$ cat src/rtl/vdp_bg_fetch.sv
// rtl/vdp_bg_fetch.sv - VDP background tile fetcher (Mode 4 name table + bitplanes)
// Three 8-slot VRAM bursts per group of four tiles, then a valid/ready tile-row stream.
module vdp_bg_fetch #(
  parameter int BURST_CYCLES = 8,
  parameter int NUM_TILES    = 32
) (
  input  logic             clk_100,
  input  logic             rst_L,
  input  logic             line_start,
  input  logic [7:0]       line,
  input  logic [7:0]       v_scroll,
  input  logic [3:0]       nt_base,
  output logic [7:0][13:0] vga_addr,
  output logic             VRAM_go,
  input  logic [7:0][7:0]  vga_data_out,
  output logic             tile_valid,
  input  logic             tile_ready,
  output logic [3:0][7:0]  tile_planes,
  output logic             tile_pal,
  output logic             tile_prio,
  output logic [4:0]       tile_col,
  output logic             busy,
  output logic             line_done
);

  localparam logic [3:0] S_IDLE    = 4'd0;
  localparam logic [3:0] S_NT_GO   = 4'd1;
  localparam logic [3:0] S_NT_WAIT = 4'd2;
  localparam logic [3:0] S_PA_GO   = 4'd3;
  localparam logic [3:0] S_PA_WAIT = 4'd4;
  localparam logic [3:0] S_PB_GO   = 4'd5;
  localparam logic [3:0] S_PB_WAIT = 4'd6;
  localparam logic [3:0] S_EMIT    = 4'd7;
  localparam logic [3:0] S_DONE    = 4'd8;

  localparam int CW = (BURST_CYCLES > 1) ? $clog2(BURST_CYCLES) : 1;
  localparam logic [CW-1:0] CNT_LAST   = CW'(BURST_CYCLES - 1);
  localparam logic [2:0]    LAST_GROUP = 3'(NUM_TILES / 4 - 1);

  logic [3:0]             r_state;
  logic [CW-1:0]          r_cnt;
  logic [2:0]             r_group;
  logic [1:0]             r_k;
  logic [2:0]             r_fine;
  logic [4:0]             r_trow;
  logic [2:0]             r_ntb;
  logic [3:0][7:0]        r_lo;
  logic [3:0][4:0]        r_hi;
  logic [3:0][3:0][7:0]   r_planes;
  logic [7:0][13:0]       r_addr;

  logic [8:0]             w_sum;
  logic [8:0]             w_row1;
  logic [8:0]             w_row;
  logic [3:0][2:0]        w_frow;
  logic [7:0][13:0]       w_addr;
  logic                   w_last;
  logic                   w_unused;

  // Row wraps at 224 lines; a 9-bit sum never needs more than two subtractions.
  assign w_sum  = {1'b0, line} + {1'b0, v_scroll};
  assign w_row1 = (w_sum  >= 9'd224) ? w_sum  - 9'd224 : w_sum;
  assign w_row  = (w_row1 >= 9'd224) ? w_row1 - 9'd224 : w_row1;

  assign w_last = (r_cnt == CNT_LAST);

  always_comb begin
    w_frow = '0;
    for (int k = 0; k < 4; k++)
      w_frow[2'(k)] = r_hi[2'(k)][2] ? ~r_fine : r_fine;
  end

  // New burst addresses appear only in GO cycles and are then held by r_addr.
  always_comb begin
    w_addr = r_addr;
    for (int i = 0; i < 8; i++) begin
      if (r_state == S_NT_GO)
        w_addr[3'(i)] = {r_ntb, r_trow, r_group, 3'(i)};
      else if (r_state == S_PA_GO)
        w_addr[3'(i)] = {r_hi[2'(i / 4)][0], r_lo[2'(i / 4)], w_frow[2'(i / 4)], 2'(i % 4)};
      else if (r_state == S_PB_GO)
        w_addr[3'(i)] = {r_hi[2'(2 + i / 4)][0], r_lo[2'(2 + i / 4)], w_frow[2'(2 + i / 4)], 2'(i % 4)};
    end
  end

  function automatic logic [7:0] f_rev(input logic [7:0] b);
    logic [7:0] r;
    for (int j = 0; j < 8; j++)
      r[3'(j)] = b[3'(7 - j)];
    return r;
  endfunction

  always_ff @(posedge clk_100 or negedge rst_L) begin
    if (!rst_L) begin
      r_state  <= S_IDLE;
      r_cnt    <= '0;
      r_group  <= '0;
      r_k      <= '0;
      r_fine   <= '0;
      r_trow   <= '0;
      r_ntb    <= '0;
      r_lo     <= '0;
      r_hi     <= '0;
      r_planes <= '0;
      r_addr   <= '0;
    end else begin
      r_addr <= w_addr;
      case (r_state)
        S_IDLE: begin
          if (line_start) begin
            r_fine  <= w_row[2:0];
            r_trow  <= w_row[7:3];
            r_ntb   <= nt_base[3:1];
            r_group <= '0;
            r_k     <= '0;
            r_state <= S_NT_GO;
          end
        end
        S_NT_GO: begin
          r_cnt   <= '0;
          r_state <= S_NT_WAIT;
        end
        S_NT_WAIT: begin
          if (w_last) begin
            for (int k = 0; k < 4; k++) begin
              r_lo[2'(k)] <= vga_data_out[3'(2 * k)];
              r_hi[2'(k)] <= vga_data_out[3'(2 * k + 1)][4:0];
            end
            r_state <= S_PA_GO;
          end else begin
            r_cnt <= r_cnt + CW'(1);
          end
        end
        S_PA_GO: begin
          r_cnt   <= '0;
          r_state <= S_PA_WAIT;
        end
        S_PA_WAIT: begin
          if (w_last) begin
            for (int t = 0; t < 2; t++)
              for (int p = 0; p < 4; p++)
                r_planes[2'(t)][2'(p)] <= r_hi[2'(t)][1] ? f_rev(vga_data_out[3'(4 * t + p)])
                                                         : vga_data_out[3'(4 * t + p)];
            r_state <= S_PB_GO;
          end else begin
            r_cnt <= r_cnt + CW'(1);
          end
        end
        S_PB_GO: begin
          r_cnt   <= '0;
          r_state <= S_PB_WAIT;
        end
        S_PB_WAIT: begin
          if (w_last) begin
            for (int t = 0; t < 2; t++)
              for (int p = 0; p < 4; p++)
                r_planes[2'(t + 2)][2'(p)] <= r_hi[2'(t + 2)][1] ? f_rev(vga_data_out[3'(4 * t + p)])
                                                                 : vga_data_out[3'(4 * t + p)];
            r_state <= S_EMIT;
          end else begin
            r_cnt <= r_cnt + CW'(1);
          end
        end
        S_EMIT: begin
          // Leaving EMIT after the last tile gives the one-cycle valid gap.
          if (tile_ready) begin
            if (r_k == 2'd3) begin
              r_k <= '0;
              if (r_group == LAST_GROUP) begin
                r_state <= S_DONE;
              end else begin
                r_group <= r_group + 3'd1;
                r_state <= S_NT_GO;
              end
            end else begin
              r_k <= r_k + 2'd1;
            end
          end
        end
        S_DONE: begin
          r_group <= '0;
          r_state <= S_IDLE;
        end
        default: r_state <= S_IDLE;
      endcase
    end
  end

  assign vga_addr    = w_addr;
  assign VRAM_go     = (r_state == S_NT_GO) || (r_state == S_PA_GO) || (r_state == S_PB_GO);
  assign busy        = (r_state != S_IDLE);
  assign line_done   = (r_state == S_DONE);
  assign tile_valid  = (r_state == S_EMIT);
  assign tile_planes = r_planes[r_k];
  assign tile_pal    = r_hi[r_k][3];
  assign tile_prio   = r_hi[r_k][4];
  assign tile_col    = {r_group, r_k};

  assign w_unused = ^{nt_base[0], w_row[8], vga_data_out[1][7:5], vga_data_out[3][7:5],
                      vga_data_out[5][7:5], vga_data_out[7][7:5]};

endmodule

$ cat config.mk
export PLATFORM = sky130hd
export DESIGN_NAME = vdp_bg_fetch
export DESIGN_NICKNAME = d
export VERILOG_FILES = /design/src/rtl/vdp_bg_fetch.sv
export SDC_FILE = /design/constraint.sdc
export NUM_CORES = 1
export LEC_CHECK = 0
export CAP_MARGIN = 5
export CORE_MARGIN = 1.5
export CORE_UTILIZATION = 35
export CTS_BUF_LIST = sky130_fd_sc_hd__clkbuf_8
export CTS_CLUSTER_DIAMETER = 150
export DETAILED_ROUTE_END_ITERATION = 10
export HOLD_SLACK_MARGIN = 0.15
export PLACE_DENSITY = 0.68
export SETUP_SLACK_MARGIN = 0.4
export SLEW_MARGIN = 30
export SYNTH_ARGS = -nofsm -noshare
export SYNTH_HDL_FRONTEND = slang
export SYNTH_SLANG_ARGS = --single-unit
$ cat constraint.sdc
create_clock -name clk_100 -period 2 [get_ports clk_100]
set_input_delay 0.4 -clock clk_100 [delete_from_list [all_inputs] [get_ports clk_100]]
set_output_delay 0.4 -clock clk_100 [all_outputs]
set_load 0.02 [all_outputs]
==> flow_summary_export.csv, run 1 <==
group,metric,value,unit
status,status,"finished, violations left",
status,failed_checks,"negative setup slack",
sta,post-route-period-util,123,%
synthesis,synthAdderAreaFrac,3.54,%
synthesis,synth_cell_types,54,
synthesis,synth_ff_type,"dfrtp_1",
power,pwr_density_cell,1370,nW/um^2
power,ir_worst_vdd,0.576,mV
setup_path,path_max_fanout,2,
routing,drc,0,
setup_path,slowest_stage,"fa_2",
synthesis,synthArstFlopShare,100,%
setup_path,arrival,2.76,ns
synthesis,synth_area,5520,um^2
floorplan,initial_core_util,36.1,%
routing,ant_nets,0,
power,power,13600,uW
sta,rsz0062_at_grt,"yes",
finish,seqCellArea,2740,um^2
sta,hold_viol,0,
synthesis,ys_ff_latch,109,
place,hpwl,10.8,mm
finish,diodes,0,
place,io_buffers,123,
setup_path,crit_chain,"buf_6, ha_4, fa_2, a21o_1, a221oi_4, xor2_2, inv_2, ha_4, nor4b_4, a211o_1, a211o_1, o211ai_1",
place,gp_congestion,0.838,
clocking,cts_root_buf,"clkbuf_8",
clocking,clk_pin_slew,0.11,ns
clocking,htreeDepth,3,
routing,first_iter_violations,228,
worst_hold_path,hp-start,"line[0]",
setup_path,crit_type,"in2reg",
synthesis,synth_top_family_by_area,"simple AND/OR/NAND/NOR gates",
routing,first_pass_iters,4,
sta,fin_crit,2.46,ns
floorplan,rows,45,
sta,setup_tns,-20.51,ns
floorplan,die_y,129,um
synthesis,ys_warn_count,106,
sta,finalClockSkew,0.0119,ns
routing,routed_wl,17.6,mm
finish,layout-drive-gt1-share,57.7,%
sta,setup_slack,-0.456,ns
synthesis,synth_area_leaders,"dfrtp_1 (49%), buf_4 (9.8%), nand2_1 (7.4%), mux2_2 (6.1%), a21oi_1 (3.9%)",
synthesis,synth_cells,550,
floorplan,die_w,129,um
place,placed_area,7940,um^2
global_route,grt_first_pass_wirelength,25.3,mm
setup_path,startpoint,"v_scroll[0]",
sta,finalSetupViolations,74,
finish,finish.instance_area,9930,um^2
sta,max_freq,407,MHz
synthesis,synth_edf_count,0,
clocking,cts_tree,"yes",
global_route,grt_remaining_overflow,0,
worst_hold_path,hold_class,"in2reg",
routing,wire_per_inst,16.8,um
setup_path,required,2.30,ns
clocking,numCtsBuffers,9,
global_route,antenna_found_initial,0,
finish,utilization,64.9,%
floorplan,placeableCoreArea,15300,um^2
synthesis,yosys.area_share.simple,16.1,%
setup_path,r2r_slack,-0.09,ns
finish,final_common_cell,"buf_6",
finish,n_fill_cell,1104,
floorplan,io-pin-count,243,
finish,multiInputGateArea,3580,um^2
finish,final_cell_mix,"buf_6 (143), dfrtp_1 (103), buf_4 (87), conb_1 (72), nand2_1 (58)",
routing,via_per_inst,4.73,
setup_path,cpPeakStageDelay,0.34,ns
clocking,clock_latency,0.39,ns
synthesis,yosys.area.top_type,"dfrtp_1",
routing,via_count,4968,
synthesis,synth-compound-area-share,10.9,%
power,leakage,0.00469,uW
sta,maxSlewViolCount,0,
clocking,max-clock-path-buffers,2,
synthesis,synth_top_area_share,49.4,%
global_route,grt_start_max_net_pins,48,
synthesis,post_synth_mux_area_share,6.84,%
clocking,clock-sinks,109,
job,cap_violations,0,
synthesis,yosysSeqAreaShare,49.4,%
global_route,grt_util_all_layers,19.8,%
global_route,grt_pass1_vias,5015,
synthesis,synth_xor_area_share,1.40,%
setup_path,start_kind,"primary input",
floorplan,die_area,16500,um^2
setup_path,r2r-start,"r_state[3]$_DFFE_PN0P_",
setup_path,critPathCaptureType,"register",
finish,nNetsFinal,937,
finish,syn2layout_area_growth,79.9,%
synthesis,avgSynthCellArea,10.0,um^2
[routing by layer]
metal  global-route usage, %  up-vias  part of all wire [%]
met5                       0        -                     0
met4                    9.05        0                   3.0
met3                    2.66       39                   4.3
li1                        -     2279                     -
met1                    23.6     2491                    39
met2                    35.6      159                    54
[metrics by stage]
step	setup WS (ns)	hold WS, ns	instances
CTS	-0.436	0.310	1011
global placement	-1.20	0.362	936
finish	-0.456	0.318	1050
global route	-0.561	0.318	1050
detailed placement	-1.23	0.365	936
floorplan	-0.736	0.104	621
[kinds of logic (layout without fill, tap and decap cells)]
group,Yosys count,after routing
multiplexers,34,34
adder cells (fa/ha/maj),15,15
AO/OA/AOI/OAI,93,93
XOR/XNOR,8,8
other,1,72
AND/OR/NAND/NOR,192,192
buffers and inverters,98,316
flip-flops,109,109
[critical path, delay by kind of cell]
kind	cells	cell delay, ns
buf+inv	2	0.18
xor+xnor	1	0.20
compound gates	5	1.11
fa+ha+maj	3	0.74
simple gates	1	0.13
[area by class of cell]
type	instances	share of cell area, %
flip-flops and latches	109	27.5
inverters	7	0.290
repair buffers	293	31.2
clock inverters	6	0.857
well taps	211	2.66
multi-input cells	414	36.1
clock buffers	10	1.39
[state kept, by name, summed over array words and instances, names as in the netlist, 4 cells and up]
| register | count |
|---|---|
| r_planes | 16 |
| r_state | 4 |
| r_trow | 5 |
| r_lo | 8 |
| r_hi | 6 |
| r_addr | 56 |
[power breakdown]
group / leakage [uW] / internal (uW) / total, uW / switching (uW)
Sequential: 0.00135 / 2960 / 3510 / 551
Clock: 0.000114 / 738 / 1510 / 775
Combinational: 0.00323 / 4470 / 8580 / 4110
Total: 0.00469 / 8170 / 13600 / 5430
[timing repair]
action                                  CTS  global route
pin swaps                                54            51
gates cloned                              5             1
hold buffers                              1             0
endpoints found under the setup margin  129           138
resized for setup                       642            88
hold endpoints to repair                 29             0
setup buffers                            53            38
[path summary, 6_finish.rpt]
| path | endpoint | depth (start not counted) |
|---|---|---|
| worst max-delay path | r_trow[4]$_DFFE_PN0P_ | 12 |
| worst min-delay path | r_fine[0]$_DFFE_PN0P_ | 4 |
| worst max register to register | r_trow[2]$_DFFE_PN0P_ | 11 |
| worst min register to register | r_addr[50]$_DFF_PN0_ | 2 |
| max in group asynchronous | r_addr[39]$_DFF_PN0_ | 3 |
| min in group asynchronous | r_addr[32]$_DFF_PN0_ | 2 |
[Yosys cell counts (2+ instances only)]
library cell and n:
a211oi_1 2, a21oi_1 43, a22oi_1 5, a31oi_1 4
o211ai_1 4, ha_1 14, a32o_1 2, nand2b_1 7
nand3_1 6, nor3_1 5, o21a_1 2, nor4b_1 3
inv_1 6, nor4_1 2, a21o_1 2, mux2_2 30
nor2_1 21, and2_1 25, nand2_1 109, o21ai_0 13
nor2b_1 5, clkbuf_1 17, o21bai_1 4, buf_4 72
mux2i_1 4, xor2_1 4, a211o_1 2, xnor2_1 3
dfrtp_1 109
Note: power is estimated with default switching activity, not from simulation.
==> inputs of run 2 (changes only) <==
--- a/config.mk
+++ b/config.mk
@@ -8,7 +8,6 @@
 export CAP_MARGIN = 5
 export CORE_MARGIN = 1.5
 export CORE_UTILIZATION = 35
-export CTS_BUF_LIST = sky130_fd_sc_hd__clkbuf_8
 export CTS_CLUSTER_DIAMETER = 150
 export DETAILED_ROUTE_END_ITERATION = 10
 export HOLD_SLACK_MARGIN = 0.15
==> run 2 against run 1 <==
Net effect:
- the run still ends with negative setup slack left
- sequential share of layout area down 1.4 points
- count of clock-buffer cells in the layout up 1
- combinational power increased by 7.3%
- clock power grew 30%
- global-route usage fell by 0.33 points
- via count grew 0.58%
- maximum frequency shrank 1.5%
- first-iteration DRC count shrank 18%
- routed wire length up 7.5%
- non-clock buffer count grew 8
- largest cell class unchanged
- highest routed layer unchanged
==> flow_summary_export.csv, run 2 (synthesis gave the netlist of run 1 again) <==
group,metric,value,unit
finish,reg.largest.list,"r_addr (56), r_planes (16), r_lo (8)",
floorplan,initial_core_util,36.1,%
worst_hold_path,holdPathEnd,"r_fine[0]$_DFFE_PN0P_",
routing,drc,0,
setup_path,crit_type,"in2reg",
clocking,cts_tree,"yes",
routing,ant_nets,0,
sta,setup_tns,-18.47,ns
finish,largest_reg_flops,56,
place,hpwl,10.8,mm
power,pwr_density_cell,1420,nW/um^2
floorplan,die_y,129,um
clocking,numCtsBuffers,9,
setup_path,required,2.27,ns
routing,wire_per_inst,17.9,um
routing,first_iter_violations,187,
setup_path,cpPeakStageDelay,0.34,ns
setup_path,start_kind,"primary input",
setup_path,arrival,2.76,ns
place,io_buffers,123,
worst_hold_path,min_path_cells,4,
global_route,grt_start_max_net_pins,48,
setup_path,reg2reg_depth,11,
clocking,clk_pin_slew,0.07,ns
global_route,grt_pass1_vias,4862,
sta,post-route-period-util,125,%
power,leakage,0.00491,uW
global_route,grt_first_pass_wirelength,25.0,mm
sta,setup_slack,-0.492,ns
global_route,antenna_found_initial,0,
floorplan,die_area,16500,um^2
finish,diodes,0,
clocking,max-clock-path-buffers,2,
worst_hold_path,hp-start,"line[0]",
place,dp.cells,936,
finish,n_fill_cell,1055,
floorplan,placeableCoreArea,15300,um^2
finish,final_common_cell,"buf_6",
routing,first_pass_iters,4,
setup_path,r2r_end,"r_group[2]$_DFFE_PN0P_",
floorplan,io-pin-count,243,
finish,regMostFlops,"r_addr",
setup_path,crit_chain,"buf_6, ha_4, fa_2, a21o_1, a221oi_4, xor2_2, inv_2, ha_4, nor4b_4, a211o_1, a211o_1, o211ai_1",
job,cap_violations,0,
setup_path,slowest_stage,"fa_2",
clocking,cts_root_buf,"clkbuf_16",
floorplan,rows,45,
setup_path,r2r-start,"r_state[3]$_DFFE_PN0P_",
finish,nNetsFinal,945,
routing,via_per_inst,4.72,
global_route,grt_remaining_overflow,0,
finish,layout-drive-gt1-share,61.3,%
finish,final_cell_mix,"buf_6 (155), dfrtp_1 (104), buf_4 (81), conb_1 (72), nand2_4 (62)",
clocking,htreeDepth,3,
setup_path,r2r_slack,-0.06,ns
worst_hold_path,hold_class,"in2reg",
sta,maxSlewViolCount,0,
setup_path,critPathCaptureType,"register",
routing,via_count,4997,
sta,max_freq,401,MHz
sta,rsz0062_at_grt,"yes",
clocking,clock_latency,0.36,ns
sta,finalSetupViolations,70,
setup_path,cp_top_family,"compound AO/OA/AOI/OAI gates",
finish,finalNonFillerCells,1058,
power,ir_worst_vdd,0.576,mV
setup_path,worst-path-buf-inv,2,
setup_path,startpoint,"v_scroll[0]",
status,status,"finished, violations left",
sta,finalClockSkew,0.0112,ns
finish,syn2layout_area_growth,89.8,%
sta,hold_viol,0,
place,gp_congestion,0.838,
floorplan,die_w,129,um
global_route,grt_util_all_layers,19.5,%
status,failed_checks,"negative setup slack",
sta,fin_crit,2.49,ns
clocking,clock-sinks,109,
setup_path,path_max_fanout,2,
routing,routed_wl,18.9,mm
[run 2: timing repair]
action,CTS,global route
endpoints found under the hold margin,29,0
gates resized for setup,643,172
endpoints found under the setup margin,129,140
hold buffers,1,0
gates cloned,7,1
buffers inserted,46,51
pin swaps,57,82
[run 2: layout make-up]
cell class / count / area, um^2 / area share (%)
timing repair buffer: 301 / 3250 / 31.0
clock buffer: 11 / 243 / 2.32
inverter: 7 / 31.3 / 0.299
tap: 211 / 264 / 2.52
multi-input combinational: 414 / 3880 / 37.0
clock inverter: 5 / 81.3 / 0.776
sequential: 109 / 2730 / 26.1
[run 2: worst min-delay path: cells and delay by family]
| kind | cells | cell delay [ns] |
|---|---|---|
| and+or+nand+nor | 2 | 0.07 |
| adders and majority gates | 1 | 0.12 |
| buffers and inverters | 1 | 0.07 |
[run 2: per-layer routing]
| layer | GRT usage (%) | vias up | part of all wire, % |
|---|---|---|---|
| met5 | 0 | - | 0 |
| met4 | 7.34 | 0 | 2.9 |
| li1 | - | 2310 | - |
| met3 | 2.70 | 38 | 3.6 |
| met2 | 34.4 | 147 | 53 |
| met1 | 24.3 | 2502 | 40 |
[run 2: per-stage QoR]
stage / setup slack (ns) / area (um^2) / total power (uW) / utilization (%) / hold WS, ns
floorplan: -0.736 / 6540 / 7110 / - / 0.104
global placement: -1.20 / 7940 / 9320 / 51.9 / 0.362
detailed placement: -1.23 / 7940 / 9520 / 51.9 / 0.365
CTS: -0.479 / 9380 / 13000 / 61.2 / 0.354
global route: -0.603 / 10500 / 15500 / 68.4 / 0.360
finish: -0.492 / 10500 / 14900 / 68.4 / 0.347
[run 2: power by group]
| part | internal [uW] | total (uW) | switching (uW) | leakage, uW |
|---|---|---|---|---|
| combinational | 4830 | 9210 | 4370 | 0.00341 |
| clock | 1140 | 1970 | 838 | 0.000156 |
| sequential | 2970 | 3670 | 702 | 0.00135 |
[run 2: worst max-delay path by stage]
stage	to	depth (start not counted)
detailed placement	r_trow[4]$_DFFE_PN0P_	12
global placement	r_trow[4]$_DFFE_PN0P_	12
global route	r_trow[4]$_DFFE_PN0P_	12
finish	r_trow[4]$_DFFE_PN0P_	12
floorplan	r_trow[4]$_DFFE_PN0P_	11
CTS	r_trow[4]$_DFFE_PN0P_	12
